--- src/rtl/grf_wr_sched_pkg.sv ---
// Shared types and widths for the GRF write-port scheduler.
package grf_wr_sched_pkg;

  localparam int unsigned RegAddrW = 5;
  localparam int unsigned DataW    = 32;
  localparam int unsigned NumRegs  = 1 << RegAddrW;

  typedef enum logic [1:0] {
    StIdle = 2'd0,
    StBusy = 2'd1,
    StWait = 2'd2
  } mdu_state_e;

endpackage

--- src/rtl/grf_sb_hazard.sv ---
// Decode-stage hazard check against the long-latency scoreboard.
module grf_sb_hazard
  import grf_wr_sched_pkg::*;
(
  input  logic [NumRegs-1:0]  sb_i,
  input  logic                issue_valid_i,
  input  logic [RegAddrW-1:0] rs_i,
  input  logic [RegAddrW-1:0] rt_i,
  input  logic                use_rs_i,
  input  logic                use_rt_i,
  input  logic [RegAddrW-1:0] dst_i,
  input  logic                mdu_i,
  input  logic                mdu_busy_i,
  output logic                stall_o
);

  logic raw_rs;
  logic raw_rt;
  logic waw;
  logic mdu_conflict;

  always_comb begin
    raw_rs       = use_rs_i & sb_i[rs_i];
    raw_rt       = use_rt_i & sb_i[rt_i];
    waw          = (dst_i != '0) & sb_i[dst_i];
    // Only one MDU operation may be in flight.
    mdu_conflict = mdu_i & mdu_busy_i;
    stall_o      = issue_valid_i & (raw_rs | raw_rt | waw | mdu_conflict);
  end

endmodule

--- src/rtl/grf_wr_sched.sv ---
// GRF write-port arbiter (W stage over MDU) with an MDU destination scoreboard
// and a BUSY-state timeout monitor.
module grf_wr_sched
  import grf_wr_sched_pkg::*;
#(
  parameter int unsigned TIMEOUT = 64,
  parameter int unsigned CNT_W   = 7
) (
  input  logic                Clk,
  input  logic                Reset,
  input  logic                Issue_Valid_In,
  input  logic [RegAddrW-1:0] Issue_Rs_In,
  input  logic [RegAddrW-1:0] Issue_Rt_In,
  input  logic                Issue_Use_Rs_In,
  input  logic                Issue_Use_Rt_In,
  input  logic [RegAddrW-1:0] Issue_Dst_In,
  input  logic                Issue_Mdu_In,
  output logic                Stall_Out,
  input  logic                Wb_Valid_In,
  input  logic [RegAddrW-1:0] Wb_A3_In,
  input  logic [DataW-1:0]    Wb_Wd_In,
  input  logic [DataW-1:0]    Wb_Pc_In,
  input  logic                Mdu_Valid_In,
  output logic                Mdu_Ready_Out,
  input  logic [RegAddrW-1:0] Mdu_A3_In,
  input  logic [DataW-1:0]    Mdu_Wd_In,
  input  logic [DataW-1:0]    Mdu_Pc_In,
  output logic                Grf_We_Out,
  output logic [RegAddrW-1:0] Grf_A3_Out,
  output logic [DataW-1:0]    Grf_Wd_Out,
  output logic [DataW-1:0]    Grf_Pc_Out,
  output logic                Mdu_Busy_Out,
  output logic                Mdu_Timeout_Out
);

  localparam logic [CNT_W-1:0] TimeoutCnt = CNT_W'(TIMEOUT);

  mdu_state_e          state_q, state_d;
  logic [CNT_W-1:0]    cnt_q, cnt_d;
  logic                timeout_q, timeout_d;
  logic [NumRegs-1:0]  sb_q, sb_d;
  logic                we_q, we_d;
  logic [RegAddrW-1:0] a3_q, a3_d;
  logic [DataW-1:0]    wd_q, wd_d;
  logic [DataW-1:0]    pc_q, pc_d;
  logic                src_mdu_q, src_mdu_d;

  logic mdu_busy;
  logic mdu_issue;
  logic mdu_accept;

  assign mdu_busy      = (state_q != StIdle);
  assign Mdu_Ready_Out = (state_q == StBusy) & ~Wb_Valid_In;
  assign mdu_issue     = Issue_Valid_In & ~Stall_Out & Issue_Mdu_In;
  assign mdu_accept    = Mdu_Valid_In & Mdu_Ready_Out;

  grf_sb_hazard u_hazard (
    .sb_i          (sb_q),
    .issue_valid_i (Issue_Valid_In),
    .rs_i          (Issue_Rs_In),
    .rt_i          (Issue_Rt_In),
    .use_rs_i      (Issue_Use_Rs_In),
    .use_rt_i      (Issue_Use_Rt_In),
    .dst_i         (Issue_Dst_In),
    .mdu_i         (Issue_Mdu_In),
    .mdu_busy_i    (mdu_busy),
    .stall_o       (Stall_Out)
  );

  always_comb begin
    state_d   = state_q;
    cnt_d     = cnt_q;
    timeout_d = timeout_q;
    case (state_q)
      StIdle: begin
        if (mdu_issue) begin
          state_d = StBusy;
          cnt_d   = '0;
        end
      end
      StBusy: begin
        if (cnt_q != '1) begin
          cnt_d = cnt_q + CNT_W'(1);
        end
        if (cnt_d == TimeoutCnt) begin
          timeout_d = 1'b1;
        end
        if (mdu_accept) begin
          state_d = StWait;
        end
      end
      StWait:  state_d = StIdle;
      default: state_d = StIdle;
    endcase
  end

  // The clear lags the GRF write by one edge so a reader next cycle sees new data.
  always_comb begin
    sb_d = sb_q;
    if (we_q && src_mdu_q) begin
      sb_d[a3_q] = 1'b0;
    end
    if (mdu_issue && (Issue_Dst_In != '0)) begin
      sb_d[Issue_Dst_In] = 1'b1;
    end
    sb_d[0] = 1'b0;
  end

  always_comb begin
    we_d      = 1'b0;
    a3_d      = a3_q;
    wd_d      = wd_q;
    pc_d      = pc_q;
    src_mdu_d = 1'b0;
    if (Wb_Valid_In && (Wb_A3_In != '0)) begin
      we_d = 1'b1;
      a3_d = Wb_A3_In;
      wd_d = Wb_Wd_In;
      pc_d = Wb_Pc_In;
    end else if (mdu_accept && (Mdu_A3_In != '0)) begin
      we_d      = 1'b1;
      a3_d      = Mdu_A3_In;
      wd_d      = Mdu_Wd_In;
      pc_d      = Mdu_Pc_In;
      src_mdu_d = 1'b1;
    end
  end

  always_ff @(posedge Clk or negedge Reset) begin
    if (!Reset) begin
      state_q   <= StIdle;
      cnt_q     <= '0;
      timeout_q <= 1'b0;
      sb_q      <= '0;
      we_q      <= 1'b0;
      a3_q      <= '0;
      wd_q      <= '0;
      pc_q      <= '0;
      src_mdu_q <= 1'b0;
    end else begin
      state_q   <= state_d;
      cnt_q     <= cnt_d;
      timeout_q <= timeout_d;
      sb_q      <= sb_d;
      we_q      <= we_d;
      a3_q      <= a3_d;
      wd_q      <= wd_d;
      pc_q      <= pc_d;
      src_mdu_q <= src_mdu_d;
    end
  end

  assign Grf_We_Out      = we_q;
  assign Grf_A3_Out      = a3_q;
  assign Grf_Wd_Out      = wd_q;
  assign Grf_Pc_Out      = pc_q;
  assign Mdu_Busy_Out    = mdu_busy;
  assign Mdu_Timeout_Out = timeout_q;

endmodule

--- config.mk ---
export PLATFORM = sky130hd
export DESIGN_NAME = grf_wr_sched
export DESIGN_NICKNAME = d
export VERILOG_FILES = /design/src/rtl/grf_wr_sched_pkg.sv /design/src/rtl/grf_sb_hazard.sv /design/src/rtl/grf_wr_sched.sv
export SDC_FILE = /design/constraint.sdc
export NUM_CORES = 1
export LEC_CHECK = 0
export CAP_MARGIN = 20
export CORE_MARGIN = 2
export CORE_UTILIZATION = 44
export CTS_BUF_LIST = sky130_fd_sc_hd__clkbuf_16
export DETAILED_ROUTE_END_ITERATION = 12
export PLACE_DENSITY_LB_ADDON = 0.1
export SLEW_MARGIN = 0
export SYNTH_ARGS = -nofsm -noshare
export SYNTH_HDL_FRONTEND = slang
export SYNTH_SLANG_ARGS = --single-unit
--- constraint.sdc ---
create_clock -name Clk -period 3.5 [get_ports Clk]
set_clock_uncertainty 0.15 [all_clocks]
set_input_delay 0.7 -clock Clk [delete_from_list [all_inputs] [get_ports Clk]]
set_output_delay 0.7 -clock Clk [all_outputs]
set_load 0.01 [all_outputs]
-- After elaboration in Yosys (flattened, before gate mapping)
Index checks and enable logic that the tools add are counted.
- logic and storage cells: 82
- output and inout port bits: 74
- input port bits: 161
- bits in registers: 112
- bitwise logic cells: 17
- reductions and logical operators: 16
- multiplexer cells: 28
- order comparisons: 6
- eq/ne operators: 5
- add/sub/neg operators: 1
- operator list (kind ; number):
    two-way mux 32 bit ; 6
    AND 32 bit ; 1
    inverter 32 bit ; 1
    bitwise OR 32 bit ; 1
    less-than comparator 5 x 6 -> 1 bit, second input constant ; 4
    two-way mux 7 bit ; 3
    binary-select mux 1 bit (select 5 bit) ; 3
    nonzero test 5 bit ; 3
    case mux 7 bit (2 select lines) ; 1
    demux 1 bit (select 5 bit) ; 2
    greater-or-equal comparator 5 x 1 -> 1 bit, second input constant ; 2
    two-way mux 5 bit ; 2
    AND 1 bit ; 9
    two-way mux 1 bit ; 8
    adder 7 x 1 -> 7 bit, second input constant ; 1
    equality test 7 bit, second input constant ; 1
    inequality test 7 bit, second input constant ; 1
    logical AND 1 bit ; 6
    AND reduction 2 bit ; 3
    nonzero test 2 bit ; 3
    two-way mux 2 bit ; 2
    inequality test 2 bit, second input constant ; 2
    case mux 2 bit (2 select lines) ; 1
    bitwise OR 1 bit ; 3
    other kinds (3) ; 4

-- Logic depth before layout (Yosys ltp)
- depth in word-level cells: 12
- depth in mapped cells: 9
- gate-level depth less buffers: 7

-- By module
A second synthesis with hierarchy kept.
- cell total of the unflattened synthesis: 604
- area, all modules: 6020.8 sq um
- modules (own cells, without submodules) (module ; seq. area each (sq um) ; area each (sq um) ; times used ; cells each):
    grf_wr_sched ; 2802.7 ; 5123.7 ; 1 ; 522
    grf_sb_hazard ; 0.0 ; 897.1 ; 1 ; 82

-- Worst setup path after synthesis
No wires, ideal clock.
- kind: input to output
- from: input port Issue_Rs_In[0]
- to: output port Stall_Out
- setup slack: 0.267 ns
- required time: 2.650 ns
- stages on the path: 8
- buffers on the path: 2
- arrival time: 2.383 ns
- cell sequence: buf_2 > mux4_2 > nor2b_1 > nor3_1 > o311ai_2 > nand3_2 > buf_6 > and2_1
- cells in the longest elaborated chain, start to end: 7
- RTL lines (element ; RTL line ; source):
    from (decl) ; grf_wr_sched.sv:12 ; input logic [RegAddrW-1:0] Issue_Rs_In,
    binary-select mux 1 bit (select 5 bit) ; grf_sb_hazard.sv:23 ; raw_rs = use_rs_i & sb_i[rs_i];
    two-way mux 1 bit (implied by the code) ; grf_sb_hazard.sv:23 ;
    AND 1 bit ; grf_sb_hazard.sv:23 ;
    bitwise OR 1 bit (3 in a row) ; grf_sb_hazard.sv:28 ; stall_o = issue_valid_i & (raw_rs | raw_rt | waw | mdu_conflict);
    AND 1 bit ; grf_sb_hazard.sv:28 ;
    to (decl) ; grf_wr_sched.sv:18 ; output logic Stall_Out,
No other way between the ends. The select of a mux whose other input is x is not followed.

-- Final worst setup path
- from: input port Issue_Rs_In[2]
- to: output port Stall_Out
The elaborated chain is that of the path after synthesis.

==> flow_summary.json <==
{
  "outcome": "finished clean",
  "placedCellCount": 977,
  "drv.max_cap_violation_count": 0,
  "diodes": 0,
  "gp_routability_congestion": 1.04,
  "fin_hold_ws_ps": 196,
  "grt_max_degree": 68,
  "top_ports": 235,
  "critical_register_to_register_path_endpoint": "sb_q[12]$_DFF_PN0_",
  "post-route-cell-area_um2": 9020,
  "place_hpwl_um": 14400,
  "power_uw": 4070,
  "timing.critical_path.fanout_max": 5,
  "timing.critical_path.arrival_ps": 2560,
  "finalCriticalPeriod_ps": 3410,
  "power_density_nw_per_um2": 451,
  "synth_cells": 577,
  "numClockSinks": 112,
  "htreeDepth": 3,
  "die-width_um": 119,
  "fp.dieArea_um2": 14200,
  "report.final.hold_viol_count": 0,
  "final-instance-count-excl-fill": 1007,
  "drcViolationCount": 0,
  "rr_startpoint": "sb_q[31]$_DFF_PN0_",
  "min_period_over_period": 0.973,
  "critical_path_required_ps": 2650,
  "num_vias": 5641,
  "layout_common_cells": "sky130_fd_sc_hd__clkdlybuf4s50_1 (225), sky130_fd_sc_hd__nand2_1 (155), sky130_fd_sc_hd__dfrtp_1 (112)",
  "setup_viol_count_final": 0,
  "setup_ws_ps": 93.4,
  "cts_buffer_depth": 2,
  "areaGrowthSynthToFinish_pct": 54.4,
  "clk_root_buffer_cell": "sky130_fd_sc_hd__clkbuf_16",
  "slew-limit-headroom": 0.546,
  "vias_per_cell": 5.60,
  "cts_inserted_buffers": 9,
  "first_iter_violations": 391,
  "post_route_cells_drive_above_1_share": 0.143,
  "max_clock_freq_mhz": 294,
  "synthArstFlopShare": 1.00,
  "synth_area_um2": 5840,
  "routed_wl_um": 19700,
  "ir_drop_mv": 0.237,
  "total_leakage_power_uw": 0.00371,
  "worst-r2r-setup-slack_ps": 460,
  "cts_tree": "done",
  "worstSkewPairLatency_ps": 350,
  "dieHeight_um": 119,
  "grt_pass1_wl_um": 30400,
  "ys_seq_area_frac": 0.480,
  "drt.antenna.violating_nets": 0,
  "number_of_rows_in_the_core_area": 42,
  "dpl-instance-area_um2": 8510,
  "synthesized_netlist_net_count": 739,
  "synth.avg_cell_area_um2": 10.1,
  "core_area_um2": 13100,
  "wire_per_inst_um": 19.5,
  "r2r.worst_path.cells": 12,
  "initial_utilization": 0.447,
  "final_net_count": 990,
  "timing_worst_setup_path_type": "input pin to output pin",
  "antenna_found_initial": 0,
  "yosysWarnings": 0,
  "worst_setup_hold_path_clk_slew_ps": 70,
  "hold_class": "input pin to async pin",
  "netlist-cell-type-count": 50,
  "synth-main-ff-cell": "sky130_fd_sc_hd__dfrtp_1",
  "cts.hold.buffers_added": 0,
  "detailedRoute.firstPassIterationCount": 5,
  "layout_commonest_cell": "sky130_fd_sc_hd__clkdlybuf4s50_1",
  "crit_path_start_kind": "input pin",
  "timing.final.max_slew_violations": 0,
  "timing_startpoint_of_the_critical_path": "Issue_Rs_In[2]",
  "endpoint_kind": "output pin",
  "grt.overflow.total": 0,
  "first_global_vias": 5709,
  "synth_edf_count": 0,
  "pre_cts_ws_ps": -536,
  "placement.io_buffers": 234,
  "globalRouteTotalUtil": 0.275,
  "filler_cells_inserted": 1022,
  "synth-seq-cells": 112,
  "cp-endpoint": "Stall_Out",
  "tightest_slew_ps": 681
}
==> power by group <==
part | total, uW | internal [uW] | switching, uW
clock | 990 | 542 | 448
combinational | 1330 | 748 | 580
sequential | 1750 | 1520 | 232
==> worst min-delay path by stage <==
stage                                            end  slack [ps]  cells past startpoint
after floorplan            Grf_A3_Out[0]$_DFFE_PN0P_         250                      0
after global placement    Grf_Wd_Out[16]$_DFFE_PN0P_         310                      2
after detailed placement  Grf_Wd_Out[12]$_DFFE_PN0P_         310                      2
after CTS                         sb_q[10]$_DFF_PN0_         220                      1
after global routing               sb_q[9]$_DFF_PN0_         230                      1
final                             sb_q[10]$_DFF_PN0_         200                      1
==> through the flow <==
| step | setup TNS, ps | util |
|---|---|---|
| detailed placement | -600 | 0.650 |
| finish | 0 | 0.690 |
| global placement | -510 | 0.650 |
| floorplan | 0 | - |
| CTS | 0 | 0.682 |
| global route | -7.39 | 0.690 |
==> logic make-up (layout without fill, tap and decap cells) <==
group / count (synthesis) / in the layout / synth area share
AO/OA/AOI/OAI: 154 / 154 / 0.195
adder cells (fa/ha/maj): 1 / 1 / 0.00214
flip-flops: 112 / 112 / 0.480
multiplexers: 36 / 36 / 0.107
XOR/XNOR: 3 / 3 / 0.00450
AND/OR/NAND/NOR: 226 / 226 / 0.177
buffers and inverters: 45 / 299 / 0.0349
==> metal layers <==
| layer | global-route usage | routed length (um) | share of wire | vias to the layer above |
|---|---|---|---|---|
| li1 | - | - | - | 2613 |
| met1 | 0.347 | 7740 | 0.39 | 2717 |
| met2 | 0.454 | 9760 | 0.50 | 267 |
| met3 | 0.0805 | 1730 | 0.088 | 44 |
| met4 | 0.0915 | 431 | 0.022 | 0 |
| met5 | 0 | 0 | 0 | - |
==> timing repair <==
action / in CTS / in global routing
setup endpoints to repair: 1 / 35
resized for setup: 12 / 23
pin swaps: 4 / 5
setup buffers: 15 / 2
endpoints found under the hold margin: 0 / 0
gates cloned: 1 / 0
==> worst max-delay path, stage by stage <==
cell                              delay [ps]
sky130_fd_sc_hd__clkdlybuf4s50_1         570
sky130_fd_sc_hd__mux4_2                  330
sky130_fd_sc_hd__mux2i_1                 160
sky130_fd_sc_hd__nor2b_1                  70
sky130_fd_sc_hd__o311ai_2                310
sky130_fd_sc_hd__nand3_2                 110
sky130_fd_sc_hd__and2_1                  170
sky130_fd_sc_hd__buf_2                   130
==> layout make-up <==
class                      count  area [um2]  area share
tap                          176         220      0.0244
timing repair buffer         281        2780       0.308
sequential                   112        2800       0.311
inverter                       4        15.0     0.00166
clock buffer                   9         225      0.0250
multi-input combinational    420        2930       0.324
clock inverter                 5        52.6     0.00582
==> flip-flops by register name, summed over array words and instances, names as in the netlist <==
name and count:
sb_q 31, state_q 2, Grf_Pc_Out 32, Mdu_Timeout_Out 1, Grf_A3_Out 5, src_mdu_q 1, Grf_Wd_Out 32, Grf_We_Out 1
cnt_q 7
==> Yosys cell counts (all sizes together) (2+ instances only) <==
cell type  count  area [um2]
nand3          9        50.1
a21boi         2        15.0
or2            2        12.5
nand4          4        31.3
buf           18         103
o21a           2        15.0
o31ai         32         290
and2           8        50.1
nor3b          2        20.0
nor3           4        20.0
or4            2        15.0
nand2b         4        25.0
o21ai         34         170
nor2          14        52.6
nor2b          3        18.8
mux2i         14         140
a31o           2        17.5
inv            4        15.0
a22oi         70         526
mux4          21         473
clkbuf        23        86.3
or3            3        18.8
xnor2          3        26.3
nand3b        10        75.1
nand2        155         582
dfrtp        112        2800
a31oi          2        12.5
or3b           3        26.3
Power figures use the tool's default switching activity.
